`config.mk`:
```
export PLATFORM = sky130hd
export DESIGN_NAME = param_counter_display
export DESIGN_NICKNAME = d
export VERILOG_FILES = /design/src/rtl/counter_display_pkg.sv /design/src/rtl/bin2bcd_seq.sv /design/src/rtl/param_counter_display.sv
export SDC_FILE = /design/constraint.sdc
export NUM_CORES = 1
export LEC_CHECK = 0
export CAP_MARGIN = 20
export CORE_MARGIN = 1.5
export CORE_UTILIZATION = 28
export CTS_CLUSTER_SIZE = 12
export DETAILED_ROUTE_END_ITERATION = 7
export GPL_TIMING_DRIVEN = 0
export PLACE_DENSITY = 0.56
export SLEW_MARGIN = 20
export SYNTH_ARGS = -nofsm -noshare
export SYNTH_HDL_FRONTEND = slang
export SYNTH_SLANG_ARGS = --single-unit
```
`constraint.sdc`:
```
create_clock -name clk -period 7.7 [get_ports clk]
set_input_delay 1.54 -clock clk [delete_from_list [all_inputs] [get_ports clk]]
set_output_delay 1.54 -clock clk [all_outputs]
set_load 0.01 [all_outputs]
```
`src/rtl/counter_display_pkg.sv`:
```
// Shared types and helpers for the counter/display slice: 7-segment glyphs,
// the BCD converter state encoding and a constant-width helper.
package counter_display_pkg;

  // Glyphs are {g,f,e,d,c,b,a}, active-low.
  localparam logic [6:0] SEG_BLANK = 7'h7F;
  localparam logic [6:0] SEG_0     = 7'h40;
  localparam logic [6:0] SEG_1     = 7'h79;
  localparam logic [6:0] SEG_2     = 7'h24;
  localparam logic [6:0] SEG_3     = 7'h30;
  localparam logic [6:0] SEG_4     = 7'h19;
  localparam logic [6:0] SEG_5     = 7'h12;
  localparam logic [6:0] SEG_6     = 7'h02;
  localparam logic [6:0] SEG_7     = 7'h78;
  localparam logic [6:0] SEG_8     = 7'h00;
  localparam logic [6:0] SEG_9     = 7'h10;

  typedef enum logic [1:0] {
    IDLE  = 2'd0,
    SHIFT = 2'd1,
    DONE  = 2'd2
  } bcd_state_t;

  function automatic int clog2(input int value);
    int r;
    r = 0;
    while ((1 << r) < value) r++;
    return r;
  endfunction

  function automatic logic [6:0] seg_decode(input logic [3:0] nibble);
    case (nibble)
      4'd0:    return SEG_0;
      4'd1:    return SEG_1;
      4'd2:    return SEG_2;
      4'd3:    return SEG_3;
      4'd4:    return SEG_4;
      4'd5:    return SEG_5;
      4'd6:    return SEG_6;
      4'd7:    return SEG_7;
      4'd8:    return SEG_8;
      4'd9:    return SEG_9;
      default: return SEG_BLANK;
    endcase
  endfunction

endpackage

```
`src/rtl/bin2bcd_seq.sv`:
```
// Sequential double-dabble converter: one bit per cycle, result published
// only in DONE so consumers never see a half-converted value.
module bin2bcd_seq
  import counter_display_pkg::*;
#(
  parameter int BIN_W   = 14,
  parameter int NDIGITS = 4
) (
  input  logic                 clk,
  input  logic                 reset,
  input  logic                 start,
  input  logic [BIN_W-1:0]     bin_in,
  output logic [NDIGITS*4-1:0] bcd_out,
  output logic                 done
);

  localparam int BCD_W = NDIGITS * 4;
  localparam int CW    = clog2(BIN_W + 1);

  bcd_state_t         r_state;
  bcd_state_t         w_nextState;
  logic [BIN_W-1:0]   r_bin;
  logic [BCD_W-1:0]   r_scratch;
  logic [BCD_W-1:0]   w_adj;
  logic [CW-1:0]      r_bitCnt;

  always_ff @(posedge clk or posedge reset) begin
    if (reset) r_state <= IDLE;
    else       r_state <= w_nextState;
  end

  // Leave SHIFT on the cycle that performs the last of BIN_W shifts.
  always_comb begin
    w_nextState = r_state;
    case (r_state)
      IDLE:    if (start) w_nextState = SHIFT;
      SHIFT:   if (r_bitCnt == CW'(1)) w_nextState = DONE;
      DONE:    w_nextState = IDLE;
      default: w_nextState = IDLE;
    endcase
  end

  always_comb begin
    done = (r_state == DONE);
  end

  always_comb begin
    w_adj = r_scratch;
    for (int k = 0; k < NDIGITS; k++) begin
      if (r_scratch[k*4 +: 4] >= 4'd5) w_adj[k*4 +: 4] = r_scratch[k*4 +: 4] + 4'd3;
    end
  end

  always_ff @(posedge clk or posedge reset) begin
    if (reset) begin
      r_bin     <= '0;
      r_scratch <= '0;
      r_bitCnt  <= '0;
      bcd_out   <= '0;
    end else begin
      case (r_state)
        IDLE: if (start) begin
          r_bin     <= bin_in;
          r_scratch <= '0;
          r_bitCnt  <= CW'(BIN_W);
        end
        SHIFT: begin
          r_scratch <= BCD_W'({w_adj, r_bin[BIN_W-1]});
          r_bin     <= {r_bin[BIN_W-2:0], 1'b0};
          r_bitCnt  <= r_bitCnt - CW'(1);
        end
        DONE:    bcd_out <= r_scratch;
        default: ;
      endcase
    end
  end

endmodule

```
`src/rtl/param_counter_display.sv`:
```
// Up/down/loadable modulo counter with a multiplexed 7-segment readout,
// all in the clk domain driven by clock-enable ticks.
module param_counter_display
  import counter_display_pkg::*;
#(
  parameter int COUNT_W     = 14,
  parameter int NDIGITS     = 4,
  parameter int MAX_COUNT   = 9999,
  parameter int TICK_DIV    = 100_000_000,
  parameter int REFRESH_DIV = 100_000,
  parameter int BLANK_LZ    = 1
) (
  input  logic               clk,
  input  logic               reset,
  input  logic               en,
  input  logic               up_dn,
  input  logic               load,
  input  logic [COUNT_W-1:0] load_val,
  output logic [COUNT_W-1:0] count,
  output logic [6:0]         seg,
  output logic [NDIGITS-1:0] an
);

  localparam int BCD_W = NDIGITS * 4;
  localparam int PW    = (TICK_DIV > 1) ? clog2(TICK_DIV) : 1;
  localparam int RW    = (REFRESH_DIV > 1) ? clog2(REFRESH_DIV) : 1;
  localparam int IW    = (NDIGITS > 1) ? clog2(NDIGITS) : 1;
  localparam logic [PW-1:0]      PRESC_MAX = PW'(TICK_DIV - 1);
  localparam logic [RW-1:0]      REF_MAX   = RW'(REFRESH_DIV - 1);
  localparam logic [IW-1:0]      IDX_MAX   = IW'(NDIGITS - 1);
  localparam logic [COUNT_W-1:0] MAX_C     = COUNT_W'(MAX_COUNT);

  logic [PW-1:0]      r_presc;
  logic               w_tick;
  logic [RW-1:0]      r_refresh;
  logic [IW-1:0]      r_idx;
  logic [BCD_W-1:0]   w_bcd;
  logic               w_done;
  logic [NDIGITS-1:0] w_lz;
  logic [3:0]         w_nibble;
  logic               w_blank;

  assign w_tick = (r_presc == PRESC_MAX);

  // A load restarts the tick period so the next step is a full period away.
  always_ff @(posedge clk or posedge reset) begin
    if (reset)                r_presc <= '0;
    else if (load || w_tick)  r_presc <= '0;
    else                      r_presc <= r_presc + PW'(1);
  end

  always_ff @(posedge clk or posedge reset) begin
    if (reset) begin
      count <= '0;
    end else if (load) begin
      count <= (load_val > MAX_C) ? MAX_C : load_val;
    end else if (w_tick && en) begin
      if (up_dn) count <= (count == MAX_C) ? '0 : count + COUNT_W'(1);
      else       count <= (count == '0) ? MAX_C : count - COUNT_W'(1);
    end
  end

  bin2bcd_seq #(.BIN_W(COUNT_W), .NDIGITS(NDIGITS)) u_bcd (
    .clk     (clk),
    .reset   (reset),
    .start   (1'b1),
    .bin_in  (count),
    .bcd_out (w_bcd),
    .done    (w_done)
  );

  always_ff @(posedge clk or posedge reset) begin
    if (reset) begin
      r_refresh <= '0;
      r_idx     <= '0;
    end else if (r_refresh == REF_MAX) begin
      r_refresh <= '0;
      r_idx     <= (r_idx == IDX_MAX) ? '0 : r_idx + IW'(1);
    end else begin
      r_refresh <= r_refresh + RW'(1);
    end
  end

  // w_lz[k] is set when digit k and every digit above it are zero.
  always_comb begin
    w_lz = '0;
    w_lz[NDIGITS-1] = (w_bcd[BCD_W-1 -: 4] == 4'd0);
    for (int k = NDIGITS - 2; k >= 0; k--) begin
      w_lz[k] = w_lz[k+1] && (w_bcd[k*4 +: 4] == 4'd0);
    end
  end

  assign w_nibble = w_bcd[r_idx*4 +: 4];
  assign w_blank  = (BLANK_LZ != 0) && (r_idx != '0) && w_lz[r_idx];

  always_ff @(posedge clk or posedge reset) begin
    if (reset) begin
      seg <= SEG_BLANK;
      an  <= '1;
    end else begin
      seg <= w_blank ? SEG_BLANK : seg_decode(w_nibble);
      an  <= ~(NDIGITS'(1) << r_idx);
    end
  end

endmodule
```
==> results of run 1 <==
## cells by family after synthesis
kind of cell | after synthesis
compound gates | 144
xor+xnor | 50
mux | 32
fa+ha+maj | 23
flops | 123
simple gates | 267
buf+inv | 74
## worst paths after layout
path | end
setup / recovery | r_presc[13]$_DFF_PP0_
hold / removal | u_bcd.r_bin[11]$_DFFE_PP0P_
setup reg to reg | count[11]$_DFFE_PP0P_
hold reg to reg | u_bcd.r_bin[11]$_DFFE_PP0P_
max in group asynchronous | seg[2]$_DFF_PP1_
min in group asynchronous | r_presc[14]$_DFF_PP0_
## flip-flops by register name (all words and copies together), names as in the netlist, 7 cells and up
name	count
r_presc	27
r_refresh	17
u_bcd.bcd_out	16
u_bcd.r_scratch	16
count	14
u_bcd.r_bin	14
seg	7
## cell usage after synthesis, types with 5 or more instances
cell and number:
sky130_fd_sc_hd__o22ai_1 6, sky130_fd_sc_hd__nor2_1 61, sky130_fd_sc_hd__o21ai_0 61, sky130_fd_sc_hd__xnor2_1 24, sky130_fd_sc_hd__inv_1 33, sky130_fd_sc_hd__nand4_1 17, sky130_fd_sc_hd__mux2_2 10, sky130_fd_sc_hd__dfstp_2 11
sky130_fd_sc_hd__ha_1 23, sky130_fd_sc_hd__mux2i_1 18, sky130_fd_sc_hd__nand2_1 66, sky130_fd_sc_hd__dfrtp_1 112, sky130_fd_sc_hd__and3_1 12, sky130_fd_sc_hd__xor2_1 26, sky130_fd_sc_hd__clkbuf_1 35, sky130_fd_sc_hd__nor3b_1 9
sky130_fd_sc_hd__and4_1 6, sky130_fd_sc_hd__or3_1 6, sky130_fd_sc_hd__nor2b_1 5, sky130_fd_sc_hd__a21oi_1 29, sky130_fd_sc_hd__nor3_1 12, sky130_fd_sc_hd__nand3_1 26, sky130_fd_sc_hd__nor4_1 20, sky130_fd_sc_hd__a211oi_1 5
sky130_fd_sc_hd__nand2b_1 9
## report_power, final
group / internal (mW) / leakage, nW / switching, mW
Sequential: 0.728 / 1.56 / 0.0503
Clock: 0.481 / 0.282 / 0.326
Combinational: 0.155 / 1.61 / 0.172
Total: 1.36 / 3.46 / 0.548
## per-layer routing
metal  global-route usage  vias to the layer above  routed length, µm
met1                0.178                     2584               7530
li1                     -                     2666                  -
met5                    0                        -                  0
met4               0.0628                        0                347
met2                0.218                      119               7180
met3               0.0248                       27                603
## stage by stage
step | setup WS, ns | instance area [µm²] | cells | power (mW) | hold slack [ns]
CTS | 4.56 | 8220 | 1107 | 1.94 | 0.483
finish | 4.55 | 8220 | 1107 | 1.91 | 0.480
global placement | 0.848 | 7590 | 1074 | 1.11 | 0.461
global route | 4.40 | 8220 | 1107 | 2.01 | 0.506
floorplan | 2.91 | 6780 | 713 | 0.989 | 0.448
detailed placement | 4.10 | 7630 | 1075 | 1.12 | 0.471
## layout make-up
cell class,count,area share
plain buffers,41,0.0215
clock buffers,17,0.0518
clock inverters,15,0.0201
well taps,319,0.0486
inverters,33,0.0160
repair buffers,43,0.0545
multi-input cells,516,0.412
flip-flops and latches,123,0.376
## worst max-delay path, cell delays in order
cell,delay [ns]
sky130_fd_sc_hd__clkdlybuf4s50_1,0.60
sky130_fd_sc_hd__inv_1,0.17
sky130_fd_sc_hd__clkbuf_1,0.44
sky130_fd_sc_hd__o31ai_2,0.29
sky130_fd_sc_hd__clkbuf_1,0.30
sky130_fd_sc_hd__nor2_1,0.16
==> flow_summary.toml, run 1 <==
[status]
status = "finished, final reports clean"

[sta]
pin_slew_with_the_least_headroom_to_its_limit_ns = 0.838
post-route-min-period_ns = 3.15
finalSetupViolCount = 0
layout_worst_path_cycle_share = 0.409
slew_violations = 0
skew_ns = 0.00999
fmax_ghz = 0.317
totalNegativeSetupSlack_ns = 0
max_slew_margin = 0.436
timing_hold_violations_final = 0
rsz0062_at_grt = "no"

[die]
core_region_area_um2 = 23600
die_width_um = 159
floorplan.initialDensity = 0.287
ioPinCount = 44
die_area_um2 = 25100
fp.dieH_um = 159
rows = 56

[job]
cap_violations = 0

[cts]
ctsHoldBuffers = 0
clk_path_buf_depth = 2
clock_sink_count = 123
buffer_cell_driving_the_clock_tree_root = "sky130_fd_sc_hd__clkbuf_16"
post_cts_resize_count = 0
tritoncts = "yes"
insertion_delay_ns = 0.43
clock_pin_slew_of_the_registers_on_the_worst_case_setup_and_hold_paths_ns = 0.06
htreeDepth = 4
cts_post_setup_buffers_inserted = 0
number_of_cts_inserted_buffers = 17

[logic_synthesis]
postSynthAreaPerCell_um2 = 9.50
synth-warning-count = 0
netlist_area_um2 = 6780
ys_top_cells_by_area = "sky130_fd_sc_hd__dfrtp_1 41%, sky130_fd_sc_hd__o21ai_0 4.5%, sky130_fd_sc_hd__dfstp_2 4.3%"
xor_xnor_fraction_of_synth_area = 0.0646
netlist-cell-type-count = 64
synth_enable_flop_cells = 0
synth_compound_gate_area_share = 0.134
synth.top_cell.area_share = 0.414
syn_inst = 713
synth_top_cell_by_area = "sky130_fd_sc_hd__dfrtp_1"
sequential_area_share_after_synthesis = 0.456
async_flop_share = 1.00
synth-adder-area-share = 0.0425
postSynthNetCount = 755
ys_seq_elements = 123
synth.area.mux_share = 0.0565
synth_flop_cell = "sky130_fd_sc_hd__dfrtp_1"
dominant_combinational_cell_family_by_area_after_synthesis = "simple AND/OR/NAND/NOR gates"
synth_simple_gate_area_share = 0.201

[final_layout]
final_cell_mix = "112 x sky130_fd_sc_hd__dfrtp_1, 66 x sky130_fd_sc_hd__nand2_1, 61 x sky130_fd_sc_hd__o21ai_0, 61 x sky130_fd_sc_hd__nor2_1, 42 x sky130_fd_sc_hd__clkdlybuf4s50_1"
fillers = 2442
final_core_utilization = 0.348
antenna-diode-count = 0
layout.nets = 817
drive_above_1_share = 0.0952
multi_input_comb_area_um2 = 3380
most_common_library_cell_in_the_layout_ignoring_fill_and_taps = "sky130_fd_sc_hd__dfrtp_1"
register_area_um2 = 3090
area_growth_pct = 21.3

[drt]
count_of_vias_placed_by_the_detailed_router = 5396
wire_length_reported_by_the_detailed_router_um = 15700
wl_per_cell_um = 14.1
detail_route.first_pass.iterations = 4
detail-route-antenna-nets = 0
via_per_inst = 4.87
drt_drc_violations_left = 0
first_iter_violations = 338

[worst_hold_path]
hold_path_depth = 2
hold_path_startpoint = "u_bcd.r_bin[11]$_DFFE_PP0P_"
hp-class = "reg -> reg"

[setup_path]
critical_path.endpoint_type = "flop"
critical_path.reg2reg.startpoint = "count[0]$_DFFE_PP0P_"
crit_start = "load"
crit_type = "in -> reg"
required_time_worst_endpoint_ns = 8.06
reg2reg_slack_ns = 5.11
timing.reg2reg.worst_path_depth = 8
worst-endpoint-arrival_ns = 3.51
critical_path.max_fanout = 10
worstSetupStartpointType = "input pin"

[power_and_ir_drop]
worst_ir_drop_vdd_v = 0.000143
leakage_nw = 3.46
power.density_nw_per_um2 = 233

[placed_design]
dpl.hpwl_um = 10900
routabilityCongestion = 0.835
placement.io_buffers = 42

[grt]
wire_length_of_the_first_global_routing_pass_um = 26700
grt_max_degree = 71
number_of_antenna_violations_at_the_first_check_in_global_routing = 0
grtUsageTotal = 0.136
grt-ovfl-total = 0
grt_pass1_vias = 5256
Power figures use the tool's default switching activity.
==> run 2, diff against run 1 <==
- PLACE_DENSITY: 0.56 -> 0.57
- clock period: 7.7 -> 2.77 ns (I/O delays scaled with it)
==> run 2 against run 1 <==
  * Critical path depth up 2
  * First-iteration DRC count decreased by 23%
  * Flip-flop and latch count stayed put
  * Via count about the same
  * Setup slack worse by 4.4 ns
  * Global-route usage hardly changed
  * Combinational power rose to 2.8 times the previous value
  * Cell count increased by 0.27%
  * Wire length increased by 0.61%
  * Power rose to 2.8 times the previous value
  * Hold slack lost 0.049 ns
  * Die area stayed put
  * Critical path type is now reg -> reg
==> flow_summary.toml, run 2 (synthesis results as in run 1) <==
[status]
status = "finished, final reports clean"

[cts]
clock_sink_count = 123
insertion_delay_ns = 0.42
number_of_cts_inserted_buffers = 17
ctsHoldBuffers = 0
buffer_cell_driving_the_clock_tree_root = "sky130_fd_sc_hd__clkbuf_16"
clk_path_buf_depth = 2
htreeDepth = 4
cts_post_setup_buffers_inserted = 0
post_cts_resize_count = 0
tritoncts = "yes"
clock_pin_slew_of_the_registers_on_the_worst_case_setup_and_hold_paths_ns = 0.06

[setup_path]
critical-path-slowest-cell = "sky130_fd_sc_hd__nor3b_1"
path_cells = "clkbuf_1, inv_1, ha_1, nor3b_1, a41oi_1, a221o_1, a32oi_1, a21oi_1"
critical_path.max_fanout = 9
critical_path.reg2reg.startpoint = "count[0]$_DFFE_PP0P_"
crit_type = "reg -> reg"
critical_path_buf_inv_count = 2
reg2reg_slack_ns = 0.18
critical_path.endpoint_type = "flop"
required_time_worst_endpoint_ns = 3.07
worst-endpoint-arrival_ns = 2.89
worstSetupStartpointType = "flop"
reg2reg_to = "count[11]$_DFFE_PP0P_"
timing.reg2reg.worst_path_depth = 8
critical_path.max_stage_delay_ns = 0.42
gate_family_responsible_for_the_most_delay_along_the_worst_path = "compound AO/OA/AOI/OAI gates"

[sta]
whs_ns = 0.431
slew_violations = 0
finalSetupViolCount = 0
pin_slew_with_the_least_headroom_to_its_limit_ns = 0.800
max_slew_margin = 0.462
layout_worst_path_cycle_share = 0.935
fmax_ghz = 0.386
totalNegativeSetupSlack_ns = 0
post-route-min-period_ns = 2.59
timing_hold_violations_final = 0
skew_ns = 0.00870

[power_and_ir_drop]
comb_power_share = 0.169
swShare = 0.273
p_seq_frac = 0.400
worst_ir_drop_vdd_v = 0.000294
cell_internal_pwr_mw = 3.94
power.density_nw_per_um2 = 652
leakage_nw = 3.49
clockPowerShare = 0.431
power_switching_mw = 1.48

[drt]
first_iter_violations = 259
detail-route-antenna-nets = 0
via_per_inst = 4.86
count_of_vias_placed_by_the_detailed_router = 5395
wire_length_reported_by_the_detailed_router_um = 15800
drt_drc_violations_left = 0
detail_route.first_pass.iterations = 5
wl_per_cell_um = 14.2

[die]
ioPinCount = 44
core_region_area_um2 = 23600
fp.dieH_um = 159
floorplan.initialDensity = 0.287
die_area_um2 = 25100
die_width_um = 159
rows = 56

[grt]
grt_max_degree = 35
number_of_antenna_violations_at_the_first_check_in_global_routing = 0
grt-ovfl-total = 0
grt_pass1_vias = 5426
grtUsageTotal = 0.136
wire_length_of_the_first_global_routing_pass_um = 27000

[placed_design]
dpl.hpwl_um = 11200
routabilityCongestion = 0.846
place_area_um2 = 7680
placement.io_buffers = 42
numPlacedInstances = 1078

[worst_hold_path]
hp-class = "in -> async"

[final_layout]
area_growth_pct = 22.6
final_cell_mix = "112 x sky130_fd_sc_hd__dfrtp_1, 66 x sky130_fd_sc_hd__nand2_1, 61 x sky130_fd_sc_hd__o21ai_0, 61 x sky130_fd_sc_hd__nor2_1, 42 x sky130_fd_sc_hd__clkdlybuf4s50_1"
fin_cells = 1110
layout.nets = 820
drive_above_1_share = 0.0973
final_core_utilization = 0.352
most_common_library_cell_in_the_layout_ignoring_fill_and_taps = "sky130_fd_sc_hd__dfrtp_1"
multi_input_comb_area_um2 = 3390
fillers = 2423
design_area_um2 = 8310
antenna-diode-count = 0
largest_register_ff_count = 27
top_register = "r_presc"
largestRegisters = "r_presc x27, r_refresh x17"
register_area_um2 = 3090

[job]
cap_violations = 0
-- run 2: worst register-to-register path: stages, from the launching register on --
cell                       delay (ns)
sky130_fd_sc_hd__dfrtp_1         0.40
sky130_fd_sc_hd__clkbuf_1        0.21
sky130_fd_sc_hd__inv_1           0.17
sky130_fd_sc_hd__ha_1            0.22
sky130_fd_sc_hd__nor3b_1         0.42
sky130_fd_sc_hd__a41oi_1         0.34
sky130_fd_sc_hd__a221o_1         0.42
sky130_fd_sc_hd__a32oi_1         0.20
sky130_fd_sc_hd__a21oi_1         0.09
-- run 2: how the worst max path moves through the flow --
stage                                    start                    end  cells past startpoint
final                     count[0]$_DFFE_PP0P_  count[11]$_DFFE_PP0P_                      8
after global routing      r_presc[0]$_DFF_PP0_  r_presc[19]$_DFF_PP0_                      6
after CTS                 r_presc[0]$_DFF_PP0_   count[9]$_DFFE_PP0P_                      7
after detailed placement  r_presc[0]$_DFF_PP0_   count[9]$_DFFE_PP0P_                      7
after global placement                   reset  r_presc[22]$_DFF_PP0_                      2
after floorplan           count[6]$_DFFE_PP0P_  count[11]$_DFFE_PP0P_                      7
-- run 2: final cells by class --
class,instances,area share
buffer,41,0.0212
clock buffer,20,0.0550
clock inverter,12,0.0196
inverter,33,0.0154
multi-input combinational,516,0.408
sequential,123,0.372
tap,319,0.0480
timing repair buffer,46,0.0603
-- run 2: routing by layer --
metal	part of all wire	track usage
met5	0	0
met1	0.49	0.178
met2	0.46	0.220
met3	0.042	0.0318
met4	0.013	0.0485
-- run 2: power by group through the flow --
stage / registers [mW] / clock network [mW] / logic [mW]
detailed placement: 2.19 / 0 / 0.920
finish: 2.17 / 2.34 / 0.915
global placement: 2.19 / 0 / 0.898
global route: 2.19 / 2.46 / 1.03
floorplan: 2.19 / 0 / 0.561
CTS: 2.16 / 2.38 / 0.926
-- run 2: metrics by stage --
stage / setup slack, ns / power (mW)
2_1_floorplan: 0.588 / 2.75
3_3_place_gp: -0.592 / 3.09
3_5_place_dp: 0.152 / 3.11
4_1_cts: 0.110 / 5.47
5_1_grt: -0.000898 / 5.68
6_report: 0.181 / 5.42
